File: src/rtl/multicycle_cpu_core.sv
// multicycle_cpu_core: FSM-sequenced MIPS-subset core. Instruction fetch and
// data access share one req/ack memory port; the core holds its own 32x32
// register file, ALU, PC and instruction/data latches.
module multicycle_cpu_core #(
   parameter logic [31:0] RESET_PC    = 32'h0000_0000,
   parameter int          ADDR_W      = 32,
   parameter logic [5:0]  HALT_OPCODE = 6'b111111
) (
   input  logic              clk_i,
   input  logic              rst_i,
   output logic              mem_req_o,
   output logic              mem_we_o,
   output logic [ADDR_W-1:0] mem_addr_o,
   output logic [31:0]       mem_wdata_o,
   input  logic [31:0]       mem_rdata_i,
   input  logic              mem_ack_i,
   output logic [31:0]       pc_o,
   output logic              retire_o,
   output logic              halt_o
);

   localparam logic [2:0] ST_FETCH  = 3'd0;
   localparam logic [2:0] ST_DECODE = 3'd1;
   localparam logic [2:0] ST_EXEC   = 3'd2;
   localparam logic [2:0] ST_MEM    = 3'd3;
   localparam logic [2:0] ST_WB     = 3'd4;
   localparam logic [2:0] ST_HALT   = 3'd5;

   localparam logic [5:0] OP_RTYPE = 6'b000000;
   localparam logic [5:0] OP_J     = 6'b000010;
   localparam logic [5:0] OP_BEQ   = 6'b000100;
   localparam logic [5:0] OP_BNE   = 6'b000101;
   localparam logic [5:0] OP_ADDI  = 6'b001000;
   localparam logic [5:0] OP_LW    = 6'b100011;
   localparam logic [5:0] OP_SW    = 6'b101011;

   localparam logic [5:0] FN_SLL = 6'b000000;
   localparam logic [5:0] FN_ADD = 6'b100000;
   localparam logic [5:0] FN_SUB = 6'b100010;
   localparam logic [5:0] FN_AND = 6'b100100;
   localparam logic [5:0] FN_OR  = 6'b100101;
   localparam logic [5:0] FN_SLT = 6'b101010;

   logic [2:0]        state_q, state_d;
   logic [31:0]       pc_q, pc_d, ir_q, ir_d, a_q, a_d, b_q, b_d;
   logic [31:0]       imm_q, imm_d, pc4_q, pc4_d, alu_q, alu_d, mdr_q, mdr_d;
   logic              mem_req_q, mem_req_d, mem_we_q, mem_we_d;
   logic              retire_q, retire_d, halt_q, halt_d;
   logic [ADDR_W-1:0] mem_addr_q, mem_addr_d;
   logic [31:0]       mem_wdata_q, mem_wdata_d;
   logic [31:0]       regs_q [32];

   logic              rf_we;
   logic [4:0]        rf_waddr;
   logic [31:0]       rf_wdata;

   logic [5:0]        opcode, funct;
   logic [4:0]        rs, rt, rd, shamt;
   logic [31:0]       pc_plus4, eff_addr;

   assign opcode   = ir_q[31:26];
   assign rs       = ir_q[25:21];
   assign rt       = ir_q[20:16];
   assign rd       = ir_q[15:11];
   assign shamt    = ir_q[10:6];
   assign funct    = ir_q[5:0];
   assign pc_plus4 = pc_q + 32'd4;
   assign eff_addr = a_q + imm_q;

   assign mem_req_o   = mem_req_q;
   assign mem_we_o    = mem_we_q;
   assign mem_addr_o  = mem_addr_q;
   assign mem_wdata_o = mem_wdata_q;
   assign pc_o        = pc_q;
   assign retire_o    = retire_q;
   assign halt_o      = halt_q;

   // Next state, datapath latches, bus request and register-file write for each FSM state
   always_comb begin
      // NOTE: every signal written here gets a default first, so no path can infer a latch.
      state_d     = state_q;
      pc_d        = pc_q;
      ir_d        = ir_q;
      a_d         = a_q;
      b_d         = b_q;
      imm_d       = imm_q;
      pc4_d       = pc4_q;
      alu_d       = alu_q;
      mdr_d       = mdr_q;
      mem_req_d   = mem_req_q;
      mem_we_d    = mem_we_q;
      mem_addr_d  = mem_addr_q;
      mem_wdata_d = mem_wdata_q;
      retire_d    = 1'b0;
      halt_d      = halt_q;
      rf_we       = 1'b0;
      rf_waddr    = 5'd0;
      rf_wdata    = 32'd0;

      case (state_q)
         ST_FETCH: begin
            // First cycle raises the request; ack is only honoured once it is up.
            if (!mem_req_q) begin
               mem_req_d  = 1'b1;
               mem_we_d   = 1'b0;
               mem_addr_d = ADDR_W'(pc_q & ~32'd3);
            end else if (mem_ack_i) begin
               mem_req_d = 1'b0;
               ir_d      = mem_rdata_i;
               state_d   = ST_DECODE;
            end
         end

         ST_DECODE: begin
            a_d   = regs_q[rs];
            b_d   = regs_q[rt];
            imm_d = {{16{ir_q[15]}}, ir_q[15:0]};
            pc4_d = pc_plus4;
            if (opcode == HALT_OPCODE) begin
               pc_d     = pc_plus4;
               retire_d = 1'b1;
               halt_d   = 1'b1;
               state_d  = ST_HALT;
            end else if (opcode == OP_J) begin
               pc_d     = {pc_plus4[31:28], ir_q[25:0], 2'b00};
               retire_d = 1'b1;
               state_d  = ST_FETCH;
            end else begin
               state_d = ST_EXEC;
            end
         end

         ST_EXEC: begin
            // Default covers branches, unknown opcodes and unknown functs: retire here.
            pc_d     = pc4_q;
            retire_d = 1'b1;
            state_d  = ST_FETCH;
            case (opcode)
               OP_RTYPE: begin
                  pc_d     = pc_q;
                  retire_d = 1'b0;
                  state_d  = ST_WB;
                  case (funct)
                     FN_ADD:  alu_d = a_q + b_q;
                     FN_SUB:  alu_d = a_q - b_q;
                     FN_AND:  alu_d = a_q & b_q;
                     FN_OR:   alu_d = a_q | b_q;
                     FN_SLT:  alu_d = {31'd0, $signed(a_q) < $signed(b_q)};
                     FN_SLL:  alu_d = b_q << shamt;
                     default: begin
                        pc_d     = pc4_q;
                        retire_d = 1'b1;
                        state_d  = ST_FETCH;
                     end
                  endcase
               end
               OP_ADDI: begin
                  alu_d    = eff_addr;
                  pc_d     = pc_q;
                  retire_d = 1'b0;
                  state_d  = ST_WB;
               end
               OP_LW, OP_SW: begin
                  mem_req_d   = 1'b1;
                  mem_we_d    = (opcode == OP_SW);
                  mem_addr_d  = ADDR_W'(eff_addr & ~32'd3);
                  mem_wdata_d = b_q;
                  pc_d        = pc_q;
                  retire_d    = 1'b0;
                  state_d     = ST_MEM;
               end
               OP_BEQ:  if (a_q == b_q) pc_d = pc4_q + (imm_q << 2);
               OP_BNE:  if (a_q != b_q) pc_d = pc4_q + (imm_q << 2);
               default: ;
            endcase
         end

         ST_MEM: begin
            if (mem_req_q && mem_ack_i) begin
               mem_req_d = 1'b0;
               mem_we_d  = 1'b0;
               if (mem_we_q) begin
                  pc_d     = pc4_q;
                  retire_d = 1'b1;
                  state_d  = ST_FETCH;
               end else begin
                  mdr_d   = mem_rdata_i;
                  state_d = ST_WB;
               end
            end
         end

         ST_WB: begin
            rf_we    = 1'b1;
            rf_waddr = (opcode == OP_RTYPE) ? rd : rt;
            rf_wdata = (opcode == OP_LW) ? mdr_q : alu_q;
            pc_d     = pc4_q;
            retire_d = 1'b1;
            state_d  = ST_FETCH;
         end

         ST_HALT: ;

         default: state_d = ST_FETCH;
      endcase
   end

   // FSM state, datapath latches and registered bus/status outputs
   always_ff @(posedge clk_i) begin
      // NOTE: sequential state uses <= only, so every flop samples pre-edge values.
      if (rst_i) begin
         state_q     <= ST_FETCH;
         pc_q        <= RESET_PC & ~32'd3;
         ir_q        <= '0;
         a_q         <= '0;
         b_q         <= '0;
         imm_q       <= '0;
         pc4_q       <= '0;
         alu_q       <= '0;
         mdr_q       <= '0;
         mem_req_q   <= 1'b0;
         mem_we_q    <= 1'b0;
         mem_addr_q  <= '0;
         mem_wdata_q <= '0;
         retire_q    <= 1'b0;
         halt_q      <= 1'b0;
      end else begin
         state_q     <= state_d;
         pc_q        <= pc_d;
         ir_q        <= ir_d;
         a_q         <= a_d;
         b_q         <= b_d;
         imm_q       <= imm_d;
         pc4_q       <= pc4_d;
         alu_q       <= alu_d;
         mdr_q       <= mdr_d;
         mem_req_q   <= mem_req_d;
         mem_we_q    <= mem_we_d;
         mem_addr_q  <= mem_addr_d;
         mem_wdata_q <= mem_wdata_d;
         retire_q    <= retire_d;
         halt_q      <= halt_d;
      end
   end

   // Register file: $0 is never written, so it always reads 0
   always_ff @(posedge clk_i) begin
      // NOTE: this array is reset on purpose; software may read any register right after reset.
      if (rst_i) begin
         for (int i = 0; i < 32; i++) regs_q[i] <= '0;
      end else if (rf_we && (rf_waddr != 5'd0)) begin
         regs_q[rf_waddr] <= rf_wdata;
      end
   end

endmodule

File: config.mk
export PLATFORM = sky130hd
export DESIGN_NAME = multicycle_cpu_core
export DESIGN_NICKNAME = d
export VERILOG_FILES = /design/src/rtl/multicycle_cpu_core.sv
export SDC_FILE = /design/constraint.sdc
export NUM_CORES = 2
export LEC_CHECK = 0
export CORE_UTILIZATION = 35
export DETAILED_ROUTE_END_ITERATION = 7
export PLACE_DENSITY = 0.63
export SYNTH_ARGS = -nofsm -noshare
export SYNTH_HDL_FRONTEND = slang
export SYNTH_SLANG_ARGS = --single-unit
File: constraint.sdc
create_clock -name clk_i -period 3.45 [get_ports clk_i]
set_clock_uncertainty 0.1 [all_clocks]
set_input_delay 0.345 -clock clk_i [delete_from_list [all_inputs] [get_ports clk_i]]
set_output_delay 0.345 -clock clk_i [all_outputs]
set_load 0.02 [all_outputs]
* Word-level counts from Yosys, hierarchy flattened
Memory sizes are Yosys's and may differ from the RTL's. A register that Yosys moved wholly into a read port is not among the register bits.
Index checks and enable logic that the tools add are counted.
** Word-level totals
- Memories kept :: 1
- Register bits after elaboration :: 247
- Memory bits (writable) :: 1024
- Logic and storage cells :: 129
- Input port bits :: 35
- Output and inout bits :: 100
** Cells by class
- Reduce and logical (&&, ||, !) cells :: 24
- Shift operators :: 1
- Add/sub/neg operators :: 5
- Muxes and demuxes :: 51
- Eq/ne operators :: 29
- $lt $le $gt $ge :: 1
- Bitwise operators :: 4
** Memory list
- regs_q :: depth 32, bits a word 32, rd ports 2, clocked after Yosys merged registers in 2, write ports 32, line 51 : logic [31:0] regs_q [32];
** Operator list (count)
- 32-bit 2-to-1 mux :: 12
- 32-bit one-hot mux with 4 select lines :: 2
- 32-bit one-hot mux with 6 select lines :: 1
- 32-bit one-hot mux with 2 select lines :: 2
- 32-bit adder :: 3
- 6-bit equality test (second input constant) :: 8
- 32-bit by 3-bit adder with 32-bit output (second input constant) :: 1
- 32-bit AND :: 1
- 32-bit equality test :: 1
- 32-bit < comparator :: 1
- 32-bit != test :: 1
- 32-bit bitwise OR :: 1
- 32-bit OR reduction :: 1
- 32-bit by 5-bit left shift with 32-bit output :: 1
- 32-bit subtractor :: 1
- 1-bit 2-to-1 mux :: 18
- 3-bit 2-to-1 mux :: 6
- 5-bit 2-to-1 mux :: 3
- 3-bit one-hot mux with 5 select lines :: 1
- 3-bit AND reduction :: 5
- 6-bit by 3-bit equality test with 1-bit output (second input constant) :: 2
- 6-bit zero test :: 2
- 2-bit != test (second input constant) :: 6
- 3-bit one-hot mux with 3 select lines :: 1
- 25 further kinds :: 34

* Longest topological paths before layout
- Depth in word-level cells :: 10
- Mapped depth :: 15
- Mapped depth without buffers :: 14

* Worst setup path after synthesis
No wires, ideal clock.
- Kind :: reg2reg
- Start point :: register imm_q[15] (netlist name)
- End point :: register mem_addr_q[28] (netlist: mem_addr_o[28])
- Setup time :: 87 ps
- Data arrival time :: 3424 ps
- Data required time :: 3263 ps
- Period minus slack after synthesis :: 3611 ps
- Cell stages (with the launch flop) :: 12
- Path buffers :: 0
- Setup slack :: -161 ps
- Cell sequence :: dfxtp_1 ha_1 a211oi_1 nand3_1 a41oi_1 a32oi_2 a221o_2 a311o_1 a31oi_1 xor2_1 or2_1 a211oi_1
** On the way
- Longest elaborated chain between the ends :: 3
** RTL lines
- 32-bit adder :: line 68 : assign eff_addr = a_q + imm_q;
- 32-bit 2-to-1 mux :: line 138 : case (opcode)
- 32-bit one-hot mux with 2 select lines :: line 100 : case (state_q)
- to (signal assigned) :: line 239 : mem_addr_q <= mem_addr_d;
- to (decl) :: line 49 : logic [ADDR_W-1:0] mem_addr_q, mem_addr_d;
No other way between the ends. The select of a mux whose other input is x is not followed.
A chain may end at the register's enable or synchronous reset.

* Final worst setup path
- Start point :: register a_q[0] (read register of regs_q)
- End point :: register alu_q[30]
** On the way
- Longest elaborated chain between the ends :: 3
- Elaborated cells on any way between the ends :: 5
- Classes of those cells :: add/sub: 3; mux: 2
** RTL lines
- from (decl) :: line 45 : logic [31:0] pc_q, pc_d, ir_q, ir_d, a_q, a_d, b_q, b_d;
- 32-bit subtractor / 32-bit adder (equally long branches) :: line 145, 144
- 32-bit one-hot mux with 6 select lines :: line 143 : case (funct)
- 32-bit one-hot mux with 2 select lines * :: line 138
- to (signal assigned) :: line 235 : alu_q <= alu_d;
- to (decl) :: line 46 : logic [31:0] imm_q, imm_d, pc4_q, pc4_d, alu_q, alu_d, mdr_q, mdr_d;
Mark *: on every way between the ends. The rest lies on a longest branch, timed or not.

==> results.cfg <==
[status]
status = complete, but fails checks
violations = setup timing

[grt]
overflow = 0
grt_pass1_wl_um = 394000
track_usage = 0.254
antenna_found_initial = 9
grt_pass1_vias = 55700
grt_start_max_net_pins = 100

[logic_synthesis]
yosysWarnings = 0
async_reset_ff_frac = 0
synth.distinct_cells = 100
synth_ff_type = edfxtp_1
seq_area_frac_synth = 0.499
synth-edff-count = 1024
synthCells = 6180
synth_area_um2 = 73900
syn_area_per_cell_um2 = 12.0
ys_ff_latch = 1333

[setup_path]
rrSetupSlack_ps = -0.4
critPathBufInv = 3
rr_worst_depth = 15
startpoint = a_q[0]
critical_path_class = register to register
worst-path-stages = 15
worst-endpoint-required_ps = 4030
cp_max_fo = 3
r2r_end = alu_q[30]
endpoint = alu_q[30]
cp-end-kind = register
r2r-start = a_q[0]
slowest_stage = a221o_2
critPathTopFamily = compound AO/OA/AOI/OAI gates
critPathMaxStageDelay_ps = 420
crit_path_cell_trace = ha_4 > inv_2 > fa_2 > nor2b_4 > o31a_1 > o211ai_2 > a32oi_2 > a221o_2 > a311o_1 > a31oi_4 > o311ai_4 > buf_12 > a211oi_2 > buf_4 > a21oi_2
arrival_ps = 4030
start_kind = register

[power_and_ir_drop]
power_switching_w = 0.0129
comb_power_share = 0.213
p_leak_nw = 29.2
pwr-share-clk = 0.361
swShare = 0.298
intPower_w = 0.0305
power.density_nw_per_um2 = 491
ir_drop_v = 0.000452
seqPwrFrac = 0.426
power.total_w = 0.0434

[route]
wire_per_inst_um = 28.9
drc = 0
avgViaCountPerCell = 5.97
highest_layer = met5
ant_nets = 0
routed_wl_um = 275000
wl_met1_um = 103000
wl_met2_um = 129000
met3_length_um = 29800
firstDrtPassIters = 6
initialDrtViolationCount = 7780
num_vias = 56700

[die]
core_um2 = 210000
rows = 168
io_pins = 135
die_y_um = 462
dieArea_um2 = 213000
die_w_um = 462
start_util = 0.353

[cts]
cts_root_buffer = clkbuf_16
cts_made_buffers = 150
h-tree-depth = 4
clk_pin_slew_ps = 60
cts_buffer_depth = 3
numClockSinks = 1333
clkLatencyLatePin_ps = 830
cts_tree = done

[timing]
finalCritPeriodShare = 1.00
rsz0062_at_grt = true
hold_slack_ps = 42.3
layout_setup_ws_ps = -0.369
finalSetupTns_ps = -0.369
max_freq_mhz = 290
slew_viol_final = 0
min_period_ps = 3450
max_slew_margin = 0.358
tightest_slew_ps = 962
setup_viol = 1
finalHoldViolCount = 0

[finish]
design_area_um2 = 88400
fin_nets = 6770
utilization = 0.421
final_cell_mix = nor2_1 (1307), edfxtp_1 (1024), mux4_2 (655)
drive_gt1_frac = 0.263
final_common_cell = nor2_1
fillerInstances = 19400
area_delta_synth_final_pct = 19.5

[job]
max_cap_violations = 0

[place]
hpwl_um = 188000
finalWeightedCongestion = 1.00
numPortBuffers = 132
post_dp_cell_area_um2 = 82900

[min_path]
hp-class = primary input to register
==> tightest hold or removal path: cells and delay by family <==
family | cells | cell delay, ps
and+or+nand+nor | 1 | 70
AOI/OAI and AO/OA | 1 | 50
buffers and inverters | 1 | 450
==> metrics by stage <==
stage	setup WS, ps	instances
CTS	-76.1	9486
detailed placement	-245	9209
finish	-0.369	9500
floorplan	10.1	6213
global route	-91.3	9499
global placement	-235	9209
==> registers in the layout (all words and copies together) (netlist names), 3 cells and up <==
| signal | cells |
|---|---|
| a_q | 32 |
| alu_q | 32 |
| b_q | 32 |
| imm_q | 16 |
| ir_q | 32 |
| mdr_q | 32 |
| mem_addr_o | 30 |
| mem_wdata_o | 32 |
| pc4_q | 32 |
| pc_o | 32 |
| regs_q | 1024 |
| state_q | 3 |
==> synth_stat cells (all sizes together) (11+ instances only) <==
cell	number	area share
inv	136	0.0069
o22ai	14	0.0012
and2	13	0.0011
a21o	47	0.0048
a211oi	145	0.015
o221ai	24	0.0028
nand4	19	0.0016
nand2b	47	0.0040
o31ai	20	0.0020
xnor2	51	0.0060
mux2i	133	0.018
mux4	655	0.20
a31oi	18	0.0015
clkbuf	467	0.024
a221o	19	0.0026
nand2	522	0.026
a21oi	313	0.021
o211ai	34	0.0035
o21bai	15	0.0015
edfxtp	1024	0.42
a311oi	15	0.0018
o21a	11	0.0012
ha	157	0.027
mux2	40	0.0061
buf	106	0.0065
nand3	46	0.0031
xor2	35	0.0041
o21ai	155	0.010
a221oi	31	0.0038
nor4	28	0.0025
nor2b	13	0.0012
nor3	51	0.0035
dfxtp	309	0.084
nor2	1311	0.067
and3	13	0.0012
==> how the worst min path moves through the flow <==
| stage | from | depth (start not counted) | to | slack [ps] |
|---|---|---|---|---|
| after floorplan | alu_q[25] | 2 | alu_q[25] | 320 |
| after global placement | alu_q[6] | 2 | alu_q[6] | 340 |
| after detailed placement | alu_q[6] | 2 | alu_q[6] | 340 |
| after CTS | mem_rdata_i[9] | 3 | mdr_q[9] | 10 |
| after global routing | mem_rdata_i[5] | 3 | ir_q[5] | 60 |
| final | mem_rdata_i[9] | 3 | mdr_q[9] | 40 |
==> power groups by stage <==
stage / Combinational, W / Clock, W / Sequential (W)
after floorplan: 0.00475 / 0 / 0.0188
after global placement: 0.00880 / 0 / 0.0187
after detailed placement: 0.00882 / 0 / 0.0188
after CTS: 0.00892 / 0.0158 / 0.0185
after global routing: 0.00972 / 0.0164 / 0.0185
final: 0.00925 / 0.0157 / 0.0185
==> final cells by class <==
class / count / area, µm² / share of cell area
flip-flops and latches: 1333 / 37000 / 0.419
multi-input cells: 4168 / 35100 / 0.397
repair buffers: 782 / 7570 / 0.0856
clock buffers: 196 / 4030 / 0.0456
well taps: 2805 / 3510 / 0.0397
clock inverters: 76 / 677 / 0.00766
inverters: 139 / 528 / 0.00597
diodes: 1 / 2.50 / 0.0000283
==> kinds of logic after synthesis <==
logic type	after synthesis	share of synthesized area
adders and majority gates	161	0.0276
other	1	0.0000507
xor gates and xnor gates	86	0.0102
DFF	1333	0.499
AOI/OAI and AO/OA	959	0.0866
and+or+nand+nor	2100	0.115
buffers and inverters	712	0.0375
muxes	828	0.224
==> per-layer routing <==
layer / global-route usage / vias up
li1: - / 23900
met1: 0.330 / 28600
met2: 0.411 / 3435
met3: 0.0565 / 691
met4: 0.106 / 14
met5: 0 / -
==> what timing repair did <==
action	CTS	global route
resized for setup	40	94
setup buffers	4	13
hold buffers	2	0
setup endpoints to repair	242	394
hold endpoints to repair	23	0
pin swaps	23	41
Power figures use the tool's default switching activity.
